===== src/rtl/mips_pkg.sv =====
//------------------------------------------------------------------------------
// Module : mips_pkg
// Brief  : Shared MIPS pipeline constants, fetch state encoding and PC helper.
// Rev    : 1.0
//------------------------------------------------------------------------------
`default_nettype none

package mips_pkg;

   localparam int INST_W = 32;

   localparam logic [1:0] PCSRC_SEQ = 2'b00;
   localparam logic [1:0] PCSRC_BR  = 2'b01;
   localparam logic [1:0] PCSRC_J   = 2'b10;

   typedef enum logic [1:0] {
      S_IDLE    = 2'd0,
      S_FETCH   = 2'd1,
      S_HOLD    = 2'd2,
      S_DISCARD = 2'd3
   } fetch_state_t;

   function automatic logic [31:0] pc_plus4(input logic [31:0] pc);
      return pc + 32'd4;
   endfunction

endpackage

`default_nettype wire


===== src/rtl/fetch_skid.sv =====
//------------------------------------------------------------------------------
// Module : fetch_skid
// Brief  : One-entry holding register for an instruction and its PC+4.
// Rev    : 1.0
//------------------------------------------------------------------------------
`default_nettype none

module fetch_skid
   import mips_pkg::*;
(
   input  logic              clk,
   input  logic              rst,
   input  logic              load,
   input  logic              clear,
   input  logic [INST_W-1:0] load_inst,
   input  logic [31:0]       load_pc4,
   output logic [INST_W-1:0] inst,
   output logic [31:0]       pc4,
   output logic              valid
);

   always_ff @(posedge clk or posedge rst) begin
      if (rst) begin
         inst  <= '0;
         pc4   <= '0;
         valid <= 1'b0;
      end else if (clear) begin
         valid <= 1'b0;
      end else if (load) begin
         inst  <= load_inst;
         pc4   <= load_pc4;
         valid <= 1'b1;
      end
   end

endmodule

`default_nettype wire


===== src/rtl/fetch_stage.sv =====
//------------------------------------------------------------------------------
// Module : fetch_stage
// Brief  : MIPS IF stage: PC, imem req/ack fetch, IF/ID register, skid buffer.
//          Optional counters enabled by defining FETCH_PERF_EN.
// Rev    : 1.0
//------------------------------------------------------------------------------
`default_nettype none

module fetch_stage
   import mips_pkg::*;
#(
   parameter logic [31:0] RESET_PC = 32'h0000_0000
) (
   input  logic              Clock,
   input  logic              Reset,
   input  logic [1:0]        pcsource,
   input  logic [31:0]       bpc,
   input  logic [31:0]       jpc,
   input  logic              stall,
   input  logic              flush,
   output logic              imem_req,
   output logic [31:0]       imem_addr,
   input  logic              imem_ack,
   input  logic [INST_W-1:0] imem_rdata,
   output logic [31:0]       pc_if,
   output logic [INST_W-1:0] inst_id,
   output logic [31:0]       pc4_id,
   output logic              valid_id
`ifdef FETCH_PERF_EN
   ,
   output logic [31:0]       perf_fetched,
   output logic [31:0]       perf_stall
`endif
);

   fetch_state_t state, next_state;

   logic              redirect;
   logic [31:0]       target;
   logic [31:0]       target_q;
   logic [31:0]       pc_next;
   logic              pc_load;
   logic              tgt_load;
   logic              id_load;
   logic              id_from_skid;
   logic              squash;
   logic              skid_load;
   logic              skid_clear;
   logic [INST_W-1:0] skid_inst;
   logic [31:0]       skid_pc4;
   logic              skid_valid;

   assign redirect  = !stall && (pcsource != PCSRC_SEQ) && (pcsource != 2'b11);
   assign target    = (pcsource == PCSRC_BR) ? bpc : jpc;
   assign imem_addr = pc_if;

   always_ff @(posedge Clock or posedge Reset) begin
      if (Reset) state <= S_IDLE;
      else       state <= next_state;
   end

   always_comb begin
      next_state   = state;
      imem_req     = 1'b0;
      pc_load      = 1'b0;
      pc_next      = pc_if;
      tgt_load     = 1'b0;
      id_load      = 1'b0;
      id_from_skid = 1'b0;
      squash       = 1'b0;
      skid_load    = 1'b0;
      skid_clear   = 1'b0;
      case (state)
         S_IDLE: next_state = S_FETCH;
         S_FETCH: begin
            imem_req = 1'b1;
            if (imem_ack) begin
               if (redirect) begin
                  pc_load = 1'b1;
                  pc_next = target;
                  squash  = 1'b1;
               end else if (stall) begin
                  skid_load  = 1'b1;
                  next_state = S_HOLD;
               end else begin
                  id_load = 1'b1;
                  pc_load = 1'b1;
                  pc_next = pc_plus4(pc_if);
               end
            end else if (redirect) begin
               tgt_load   = 1'b1;
               squash     = 1'b1;
               next_state = S_DISCARD;
            end
         end
         S_HOLD: begin
            if (!stall) begin
               skid_clear = 1'b1;
               pc_load    = 1'b1;
               next_state = S_FETCH;
               if (redirect) begin
                  pc_next = target;
                  squash  = 1'b1;
               end else begin
                  id_load      = 1'b1;
                  id_from_skid = 1'b1;
                  pc_next      = pc_plus4(pc_if);
               end
            end
         end
         S_DISCARD: begin
            // Old address stays on the bus until memory answers; the word is dropped.
            imem_req = 1'b1;
            if (imem_ack) begin
               pc_load    = 1'b1;
               pc_next    = target_q;
               next_state = S_FETCH;
            end
         end
         default: next_state = S_IDLE;
      endcase
   end

   always_ff @(posedge Clock or posedge Reset) begin
      if (Reset) begin
         pc_if    <= RESET_PC;
         target_q <= '0;
      end else begin
         if (pc_load)  pc_if    <= pc_next;
         if (tgt_load) target_q <= target;
      end
   end

   // Without a stall, a cycle that loads nothing leaves a bubble for decode.
   always_ff @(posedge Clock or posedge Reset) begin
      if (Reset) begin
         inst_id  <= '0;
         pc4_id   <= '0;
         valid_id <= 1'b0;
      end else begin
         if (id_load) begin
            inst_id <= id_from_skid ? skid_inst : imem_rdata;
            pc4_id  <= id_from_skid ? skid_pc4  : pc_plus4(pc_if);
         end
         if (flush || squash) valid_id <= 1'b0;
         else if (id_load)    valid_id <= 1'b1;
         else if (!stall)     valid_id <= 1'b0;
      end
   end

   fetch_skid u_skid (
      .clk       (Clock),
      .rst       (Reset),
      .load      (skid_load),
      .clear     (skid_clear),
      .load_inst (imem_rdata),
      .load_pc4  (pc_plus4(pc_if)),
      .inst      (skid_inst),
      .pc4       (skid_pc4),
      .valid     (skid_valid)
   );

`ifdef FETCH_PERF_EN
   always_ff @(posedge Clock or posedge Reset) begin
      if (Reset) begin
         perf_fetched <= '0;
         perf_stall   <= '0;
      end else begin
         if (id_load && !flush && !squash) perf_fetched <= perf_fetched + 32'd1;
         if (stall)                        perf_stall   <= perf_stall + 32'd1;
      end
   end
`endif

   logic unused_ok;
   assign unused_ok = skid_valid;

endmodule

`default_nettype wire

===== config.mk =====
export PLATFORM = sky130hd
export DESIGN_NAME = fetch_stage
export DESIGN_NICKNAME = d
export VERILOG_FILES = /design/src/rtl/mips_pkg.sv /design/src/rtl/fetch_skid.sv /design/src/rtl/fetch_stage.sv
export SDC_FILE = /design/constraint.sdc
export NUM_CORES = 1
export LEC_CHECK = 0
export BUFFER_PORTS_ARGS = -buffer_cell sky130_fd_sc_hd__buf_2
export CAP_MARGIN = 20
export CORE_ASPECT_RATIO = 1.4
export CORE_MARGIN = 4
export CORE_UTILIZATION = 49
export CTS_CLUSTER_DIAMETER = 150
export DETAILED_ROUTE_END_ITERATION = 16
export PLACE_DENSITY = 0.77
export REMOVE_ABC_BUFFERS = 1
export SLEW_MARGIN = 20
export SYNTH_ARGS = -nofsm -noshare
export SYNTH_HDL_FRONTEND = slang
export SYNTH_SLANG_ARGS = --single-unit

===== constraint.sdc =====
create_clock -name Clock -period 6.7 [get_ports Clock]
set_clock_uncertainty 0.1 [all_clocks]
set_input_delay 1.005 -clock Clock [delete_from_list [all_inputs] [get_ports Clock]]
set_output_delay 1.005 -clock Clock [all_outputs]
set_load 0.01 [all_outputs]

==> results of run 1 <==
## cells by family (layout without fill, tap and decap cells)
family	after synthesis	in the layout
adder cells (fa/ha/maj)	5	5
multiplexers	66	66
AND/OR/NAND/NOR	346	346
XOR/XNOR	26	26
buffers and inverters	123	288
AO/OA/AOI/OAI	281	281
flip-flops	195	195
## layer usage
| layer | vias to the layer above | GRT usage (%) | wire, um |
|---|---|---|---|
| li1 | 3956 | - | - |
| met1 | 3894 | 29.58 | 10590 |
| met2 | 271 | 36.84 | 12380 |
| met3 | 43 | 3.150 | 1274 |
| met4 | 0 | 8.900 | 677 |
| met5 | - | 0 | 0 |
## metrics by stage
step	hold WS (ns)	setup WS (ns)	total power [mW]
after global routing	0.3802	3.288	5.462
after CTS	0.3760	3.539	5.141
after floorplan	0.3413	-0.02031	3.360
final	0.3710	3.489	5.109
after global placement	0.3533	3.147	4.083
after detailed placement	0.3602	3.092	4.169
## report_power, final
group          switching (mW)  internal [mW]
registers               0.435           1.74
logic                    1.13          0.840
clock network           0.482          0.486
## worst register-to-register path, stage by stage, from the launching register on
cell and delay, ns:
dfrtp_1 0.40, ha_2 0.36, buf_4 0.51, inv_1 0.31
o21ai_2 0.25, buf_4 0.39, nor2_1 0.09, a221oi_1 0.30
o2bb2ai_1 0.09
## registers in the layout, indices dropped and copies added (netlist names)
signal / cells
valid_id: 1
imem_addr: 32
u_skid.pc4: 32
state: 2
inst_id: 32
u_skid.inst: 32
pc4_id: 32
target_q: 32
## final timing paths
path                                             start                          end  cells after the start
worst max-delay path                       pcsource[0]       pc4_id[13]$_DFFE_PP0P_                      7
worst min-delay path            pc4_id[11]$_DFFE_PP0P_       pc4_id[11]$_DFFE_PP0P_                      1
worst max register to register    state[0]$_DFFE_PP0P_    imem_addr[26]$_DFFE_PP0P_                      8
worst min register to register  pc4_id[11]$_DFFE_PP0P_       pc4_id[11]$_DFFE_PP0P_                      1
max in group asynchronous                        Reset    imem_addr[20]$_DFFE_PP0P_                      3
min in group asynchronous                        Reset  u_skid.inst[15]$_DFFE_PP0P_                      2
## cells in the mapped netlist, types with 3 or more instances
cell,count
clkbuf_1,58
or3_1,6
mux2i_1,29
nor2_1,110
a31oi_1,49
nand3_1,18
a21o_1,13
nand2b_1,3
buf_1,4
ha_1,5
inv_1,13
nand2_1,138
nand3b_1,3
a221oi_1,9
buf_2,10
a21oi_1,72
o22ai_1,5
nand4_1,12
o21ai_0,79
xnor2_1,22
mux2_2,37
o31ai_1,9
a211oi_1,8
and3_1,9
o21ai_1,4
xor2_1,4
o2bb2ai_1,18
and4_1,6
buf_4,36
nor3_1,25
dfrtp_1,195
nor4_1,3
a22oi_1,8
## final cells by class
class | count | area, um^2
Clock buffer | 17 | 425.4
Clock inverter | 15 | 125.1
Inverter | 13 | 56.30
Tap cell | 248 | 310.3
Fill cell | 1705 | 8030
Multi-Input combinational cell | 724 | 4298
Timing Repair Buffer | 243 | 1244
Sequential cell | 195 | 4880
==> results.cfg, run 1 <==
[run_status]
status = finished, final reports clean

[timing]
timing.setup.tns_ns = 0
worstMarginPinSlew_ns = 0.9522
max_freq_mhz = 311.4
hold_violations = 0
fin_crit_ns = 3.211
slew_headroom_pct = 36.52
setup_violations = 0
finalCritPeriodShare_pct = 47.92
drv_slew = 0
rsz0062_at_grt = no

[detailed_routing]
via_per_inst = 5.611
drc = 0
num_vias = 8164
wl_per_cell_um = 17.13
ant_nets = 0
drtIter0Drc = 551
drt-total-wl_um = 24920
drt_first_pass_iters = 5

[synth]
synth-adder-area-share_pct = 0.6419
synthDistinctLibCells = 52
synth-simple-area-share_pct = 15.95
synth_xor_area_share_pct = 2.337
synthFlopType = dfrtp_1
netlist_top_cells_area = dfrtp_1 (50%), nand2_1 (5.3%), mux2_2 (4.3%), nor2_1 (4.2%), o21ai_0 (4.1%)
ys_warn_count = 0
muxShareOfSynthArea_pct = 7.254
seq_area_frac_synth_pct = 50.07
synth_compound_area_share_pct = 17.41
synth_edf_count = 0
ys_ff_latch = 195
synth_top_family_by_area = compound AO/OA/AOI/OAI gates
netlist.area_leader.share_pct = 50.07
syn_area_mm2 = 0.009746
postSynthAreaPerCell_um2 = 9.353
yosys.area.top_type = dfrtp_1
async_flop_share_pct = 100.0
syn_inst = 1042

[floorplanning]
start_util_pct = 50.32
ios = 233
core_area_mm2 = 0.01937
dieHeight_um = 174.9
die_area_mm2 = 0.02224
fp.dieW_um = 127.2
rows = 60

[setup_path]
arrival_ns = 3.48
cp_data_required_time_ns = 6.97
crit_path_top_delay_cell = and4_2
worst-path-buf-inv = 2
end_kind = flop
cpLargestDelayFamily = buffers and inverters
worstPathCellList = buf_2, xnor2_1, and4_2, buf_4, o21ai_0, a21oi_1, a21o_1
reg2reg_setup_slack_ns = 3.77
start_kind = primary input
path_max_fanout = 65
max_stage_delay_ns = 0.67
critPathKind = primary input to flop

[finish]
fin_area_mm2 = 0.01134
fin_util_pct = 58.54
drive_gt1_share_pct = 27.51
layout_common_cells = buf_2 (232), dfrtp_1 (195), nand2_1 (138)
final_common_cell = buf_2
antenna_cells = 0
nNetsFinal = 1302
final_cells = 1455
area_growth_syn_to_layout_pct = 16.34

[cts]
hold_buffers = 0
htree_levels = 4
cts_buffers = 17
clock_sinks = 195
cts_setup_buffers = 0
cts-resized-gates = 0
cts_tree = built
clk_latency_ns = 0.44
cts_buffer_depth = 2
clkTransAtPathRegs_ns = 0.07
clockRootBuffer = clkbuf_16

[global_routing]
grt_start_max_net_pins = 123
grt_pass1_wl_um = 40090
antenna_found_initial = 0
grt_pass1_vias = 7760
grt.total_usage_pct = 22.29
grt-ovfl-total = 0

[placement]
dp.cells = 1423
detailed_place_hpwl_um = 17590
gp_congestion = 0.8429
port_buffers = 232
placed_area_mm2 = 0.01079

[power]
p_per_area_mw_per_mm2 = 450.6
leakage_nw = 5.125
vdd_drop_max_mv = 0.2062

[hold_path]
min_path_type = flop to flop

[job]
maxCapViolCount = 0
Note: power is estimated with default switching activity, not from simulation.
==> inputs of run 2 (changes only) <==
--- a/config.mk
+++ b/config.mk
@@ -5,14 +5,15 @@
 export SDC_FILE = /design/constraint.sdc
 export NUM_CORES = 1
 export LEC_CHECK = 0
+export ABC_AREA = 1
 export BUFFER_PORTS_ARGS = -buffer_cell sky130_fd_sc_hd__buf_2
 export CAP_MARGIN = 20
 export CORE_ASPECT_RATIO = 1.4
 export CORE_MARGIN = 4
-export CORE_UTILIZATION = 49
+export CORE_UTILIZATION = 50
 export CTS_CLUSTER_DIAMETER = 150
 export DETAILED_ROUTE_END_ITERATION = 16
-export PLACE_DENSITY = 0.77
+export PLACE_DENSITY = 0.75
 export REMOVE_ABC_BUFFERS = 1
 export SLEW_MARGIN = 20
 export SYNTH_ARGS = -nofsm -noshare
==> constraint.sdc (replaced) <==
create_clock -name Clock -period 3.4 [get_ports Clock]
set_clock_uncertainty 0.1 [all_clocks]
set_input_delay 0.51 -clock Clock [delete_from_list [all_inputs] [get_ports Clock]]
set_output_delay 0.51 -clock Clock [all_outputs]
set_load 0.01 [all_outputs]
==> results.cfg, run 2 <==
[run_status]
status = finished, final reports clean

[synth]
async_flop_share_pct = 100.0
netlist.area_leader.share_pct = 48.89
yosys-top-cells-count = nand2_1 (482), nor2_1 (197), dfrtp_1 (195)
synth_edf_count = 0
postSynthAreaPerCell_um2 = 7.426
netlist_top_cells_area = dfrtp_1 (49%), nand2_1 (18%), nor2_1 (7.4%), a21oi_1 (6.2%), o21ai_0 (3.7%)
syn_area_mm2 = 0.009981
ys_ff_latch = 195
seq_area_frac_synth_pct = 48.89
yosys.area.top_type = dfrtp_1
syn_inst = 1344
synthDistinctLibCells = 28
ys_warn_count = 0
synth.most_common_cell = nand2_1
synthFlopType = dfrtp_1

[cts]
clkTransAtPathRegs_ns = 0.07
cts-resized-gates = 0
cts_buffers = 17
cts_buffer_depth = 2
clk_latency_ns = 0.43
hold_buffers = 0
cts_setup_buffers = 0
clockRootBuffer = clkbuf_16
cts_tree = built
htree_levels = 4
clock_sinks = 195

[timing]
timing.setup.tns_ns = 0
setup_violations = 0
drv_slew = 0
max_freq_mhz = 376.8
hold_violations = 0
rsz0062_at_grt = no
fin_crit_ns = 2.654
finalCritPeriodShare_pct = 78.06
slew_headroom_pct = 35.88
worstMarginPinSlew_ns = 0.9618
hold-worst-slack_ns = 0.1165

[setup_path]
r2r_end = imem_addr[2]$_DFFE_PP0P_
end_kind = flop
cpLargestDelayFamily = buffers and inverters
cpMostUsedCell = nor2_1
reg2reg_depth = 12
crit_cells = 12
crit_path_top_delay_cell = inv_2
path_max_fanout = 33
worst-path-buf-inv = 3
cp-startpoint = state[1]$_DFFE_PP0P_
arrival_ns = 2.88
cp_data_required_time_ns = 3.62
rr_startpoint = state[1]$_DFFE_PP0P_
worstPathCellList = inv_1, ha_1, nand2_1, nor2_1, nor2_1, o21ai_2, buf_4, nand2_2, inv_2, o21ai_0, nor2_1, nor2_1
start_kind = flop
critPathKind = flop to flop
endpoint = imem_addr[2]$_DFFE_PP0P_
max_stage_delay_ns = 0.48
reg2reg_setup_slack_ns = 0.75

[power]
leakage_nw = 6.119
p_total_mw = 10.74
p_per_area_mw_per_mm2 = 921.7
vdd_drop_max_mv = 0.3797

[floorplanning]
rows = 60
core_area_mm2 = 0.01944
start_util_pct = 51.33
ios = 233
fp.dieW_um = 127.4
dieHeight_um = 175.2
die_area_mm2 = 0.02232

[detailed_routing]
drtIter0Drc = 684
drt-total-wl_um = 25940
via_per_inst = 5.104
drt_first_pass_iters = 6
num_vias = 9034
wl_per_cell_um = 14.65
ant_nets = 0
drc = 0

[placement]
detailed_place_hpwl_um = 18060
gp_congestion = 0.9373
port_buffers = 232

[finish]
nNetsFinal = 1617
drive_gt1_share_pct = 20.17
layout_common_cells = nand2_1 (480), buf_2 (232), nor2_1 (197)
area_growth_syn_to_layout_pct = 16.77
final_common_cell = nand2_1
antenna_cells = 0

[global_routing]
grt_pass1_wl_um = 43190
grt_util_met2_pct = 39.13
grt_pass1_vias = 8785
grt-ovfl-total = 0
busiest_layer = met2
grt_start_max_net_pins = 137
antenna_found_initial = 0
grt.total_usage_pct = 23.56
gr-usage-met3_pct = 3.394
use_met1_pct = 31.18

[job]
maxCapViolCount = 0

[hold_path]
min_path_type = primary input to flop
run 2: worst min path at each step:
stage / cells past startpoint / end / startpoint / slack, ns
after floorplan: 2 / u_skid.inst[0]$_DFFE_PP0P_ / u_skid.inst[0]$_DFFE_PP0P_ / 0.34
after global placement: 2 / u_skid.inst[13]$_DFFE_PP0P_ / u_skid.inst[13]$_DFFE_PP0P_ / 0.35
after detailed placement: 2 / u_skid.inst[27]$_DFFE_PP0P_ / u_skid.inst[27]$_DFFE_PP0P_ / 0.36
after CTS: 2 / valid_id$_DFFE_PP0P_ / flush / 0.10
after global routing: 2 / valid_id$_DFFE_PP0P_ / flush / 0.11
final: 2 / valid_id$_DFFE_PP0P_ / flush / 0.12
run 2: cell families after synthesis:
logic type | synth area share [%]
muxes | 0.3009
AOI/OAI and AO/OA | 11.43
xor gates and xnor gates | 1.316
buffers and inverters | 8.011
DFF | 48.89
adders and majority gates | 0.6268
and+or+nand+nor | 29.42
run 2: area by class of cell:
class                      count  area, um^2
fill                        1820        7789
sequential                   195        4880
multi-input combinational    988        4312
timing repair buffer         247        1286
clock buffer                  21       460.4
tap                          248       310.3
inverter                      60       234.0
clock inverter                11       172.7
run 2: routing by layer:
layer  up-vias  share of wire [%]  wire, um
li1       4537                  -         -
met1      4146                 43     11140
met2       300                 49     12760
met3        51                5.1      1333
met4         0                2.7       702
met5         -                  0         0
run 2: report_power, final:
group	internal, mW	switching, mW	total (mW)
Clock	1.28	0.887	2.16
Combinational	1.59	2.67	4.26
Sequential	3.45	0.872	4.32
Total	6.32	4.43	10.7
run 2: metrics by stage:
stage	instances	setup slack, ns	instance area, um^2	utilization, %
floorplan	1243	-2.522	9407	-
global placement	1738	0.9006	11020	56.68
detailed placement	1738	0.8197	11020	56.68
CTS	1770	0.7684	11650	59.94
global route	1770	0.5005	11650	59.94
finish	1770	0.7461	11650	59.94
==> inputs of run 3 (changes only) <==
--- a/config.mk
+++ b/config.mk
@@ -5,15 +5,15 @@
 export SDC_FILE = /design/constraint.sdc
 export NUM_CORES = 1
 export LEC_CHECK = 0
-export ABC_AREA = 1
+export ABC_AREA = 0
 export BUFFER_PORTS_ARGS = -buffer_cell sky130_fd_sc_hd__buf_2
 export CAP_MARGIN = 20
 export CORE_ASPECT_RATIO = 1.4
 export CORE_MARGIN = 4
-export CORE_UTILIZATION = 50
+export CORE_UTILIZATION = 49
 export CTS_CLUSTER_DIAMETER = 150
 export DETAILED_ROUTE_END_ITERATION = 16
-export PLACE_DENSITY = 0.75
+export PLACE_DENSITY = 0.77
 export REMOVE_ABC_BUFFERS = 1
 export SLEW_MARGIN = 20
 export SYNTH_ARGS = -nofsm -noshare
==> constraint.sdc (replaced) <==
create_clock -name Clock -period 2.43 [get_ports Clock]
set_clock_uncertainty 0.1 [all_clocks]
set_input_delay 0.3645 -clock Clock [delete_from_list [all_inputs] [get_ports Clock]]
set_output_delay 0.3645 -clock Clock [all_outputs]
set_load 0.01 [all_outputs]
==> results.cfg, run 3 (synthesized netlist as in run 1, its figures left out) <==
[global_routing]
grt-ovfl-total = 0
antenna_found_initial = 1
grt_start_max_net_pins = 75
grt.total_usage_pct = 23.29
grt_pass1_vias = 8244
grt_pass1_wl_um = 42080

[finish]
fin_area_mm2 = 0.01173
area_growth_syn_to_layout_pct = 20.38
nNetsFinal = 1337
final_common_cell = buf_2
layout_common_cells = buf_2 (232), dfrtp_1 (195), nand2_1 (138)
nFillCells = 1678
drive_gt1_share_pct = 29.31
fin_util_pct = 60.57

[floorplanning]
rows = 60
die_area_mm2 = 0.02224
ios = 233
fp.dieW_um = 127.2
core_area_mm2 = 0.01937
dieHeight_um = 174.9
start_util_pct = 50.32

[placement]
gp_congestion = 0.8800
port_buffers = 232
placed_area_mm2 = 0.01115
detailed_place_hpwl_um = 18650

[cts]
cts_setup_buffers = 0
htree_levels = 4
clockRootBuffer = clkbuf_16
cts_buffer_depth = 2
cts_buffers = 17
cts_tree = built
clock_sinks = 195
clk_latency_ns = 0.43
clkTransAtPathRegs_ns = 0.07

[setup_path]
max_stage_delay_ns = 0.58
crit_cells = 6
r2r_end = imem_addr[30]$_DFFE_PP0P_
reg2reg_setup_slack_ns = 0.13
worstPathCellList = ha_1, and4_2, nand3_4, or4_4, o311a_1, o22ai_1
reg2reg_depth = 6
cp_data_required_time_ns = 2.69
path_max_fanout = 6
crit_path_top_delay_cell = or4_4
rr_startpoint = imem_addr[3]$_DFFE_PP0P_
cp-startpoint = imem_addr[3]$_DFFE_PP0P_
arrival_ns = 2.56
end_kind = flop
start_kind = flop
cpLargestDelayFamily = simple AND/OR/NAND/NOR gates
worst-path-buf-inv = 0
endpoint = imem_addr[30]$_DFFE_PP0P_
critPathKind = flop to flop

[detailed_routing]
ant_nets = 0
drt-total-wl_um = 25640
drt_first_pass_iters = 5
wl_per_cell_um = 17.19
drc = 0
via_per_inst = 5.708
drtIter0Drc = 622
num_vias = 8510

[power]
vdd_drop_max_mv = 0.5616
p_per_area_mw_per_mm2 = 1236
leakage_nw = 5.330

[timing]
slew_headroom_pct = 46.54
worstMarginPinSlew_ns = 0.7989
drv_slew = 0
rsz0062_at_grt = no
fin_crit_ns = 2.305
max_freq_mhz = 433.9
hold_violations = 0
setup_violations = 0
finalCritPeriodShare_pct = 94.85

[job]
maxCapViolCount = 0

[run_status]
status = finished, final reports clean

[hold_path]
min_path_type = primary input to flop
## run 3: cell types whose count changed in the layout (fill, tap and decap cells not counted), moves of 21 or more
cell / delta
a31oi_1: +41
nor2_1: -87
nand2_1: -342
nor3_1: +25
nand3_1: -21
buf_4: +21
inv_1: -37
mux2_2: +37
mux2i_1: +26
a21oi_1: -51
## run 3: what timing repair did
action                     CTS  global route
gates resized for setup      0             1
setup endpoints to repair    0             1
hold buffers                 2             0
hold endpoints to repair    71             0
## run 3: worst register-to-register path, delay by kind of cell, from the launching register on
| family | cells | cell delay, ns |
|---|---|---|
| simple gates | 3 | 1.01 |
| compound gates | 2 | 0.46 |
| flops | 1 | 0.42 |
| fa+ha+maj | 1 | 0.25 |
## run 3: worst min-delay path by stage
| stage | end | from | cells after the start |
|---|---|---|---|
| after CTS | u_skid.inst[24]$_DFFE_PP0P_ | imem_rdata[24] | 2 |
| after global routing | u_skid.inst[24]$_DFFE_PP0P_ | imem_rdata[24] | 2 |
| after floorplan | valid_id$_DFFE_PP0P_ | flush | 1 |
| after global placement | u_skid.pc4[27]$_DFFE_PP0P_ | u_skid.pc4[27]$_DFFE_PP0P_ | 1 |
| after detailed placement | pc4_id[15]$_DFFE_PP0P_ | pc4_id[15]$_DFFE_PP0P_ | 1 |
| final | u_skid.inst[24]$_DFFE_PP0P_ | imem_rdata[24] | 2 |
## run 3: per-layer routing
layer | vias to the layer above | wire length [um] | share of wire (%) | GRT usage [%]
met5 | - | 0 | 0 | 0
li1 | 4025 | - | - | -
met4 | 0 | 835 | 3.3 | 9.750
met1 | 4122 | 10500 | 41 | 30.50
met2 | 309 | 12750 | 50 | 38.27
met3 | 54 | 1557 | 6.1 | 3.914
## run 3: cell type report
cell class	instances	area (um^2)	share of cell area [%]
multi-input cells	724	4299	36.65
well taps	248	310.3	2.645
flip-flops and latches	195	4880	41.60
repair buffers	278	1624	13.84
clock inverters	13	126.4	1.077
diodes	1	2.502	0.02133
clock buffers	19	432.9	3.690
inverters	13	56.30	0.4799
## run 3: where the power goes
part | switching (mW) | leakage [nW] | internal (mW) | total [mW]
sequential | 1.06 | 2.34 | 4.79 | 5.85
clock | 1.28 | 0.254 | 1.43 | 2.71
combinational | 3.37 | 2.74 | 2.57 | 5.94
total | 5.71 | 5.33 | 8.79 | 14.5
## run 3: stage by stage
stage / power (mW) / cells / TNS [ns] / worst slack, ns / hold slack (ns)
final: 14.50 / 1491 / 0 / 0.1251 / 0.06876
after global routing: 15.50 / 1491 / 0 / 0.02563 / 0.05418
after CTS: 14.55 / 1490 / 0 / 0.1020 / 0.05677
after detailed placement: 11.84 / 1456 / 0 / 0.1102 / 0.3602
after global placement: 11.58 / 1456 / 0 / 0.1463 / 0.3526
after floorplan: 9.263 / 932 / -912.10 / -3.650 / 0.3276
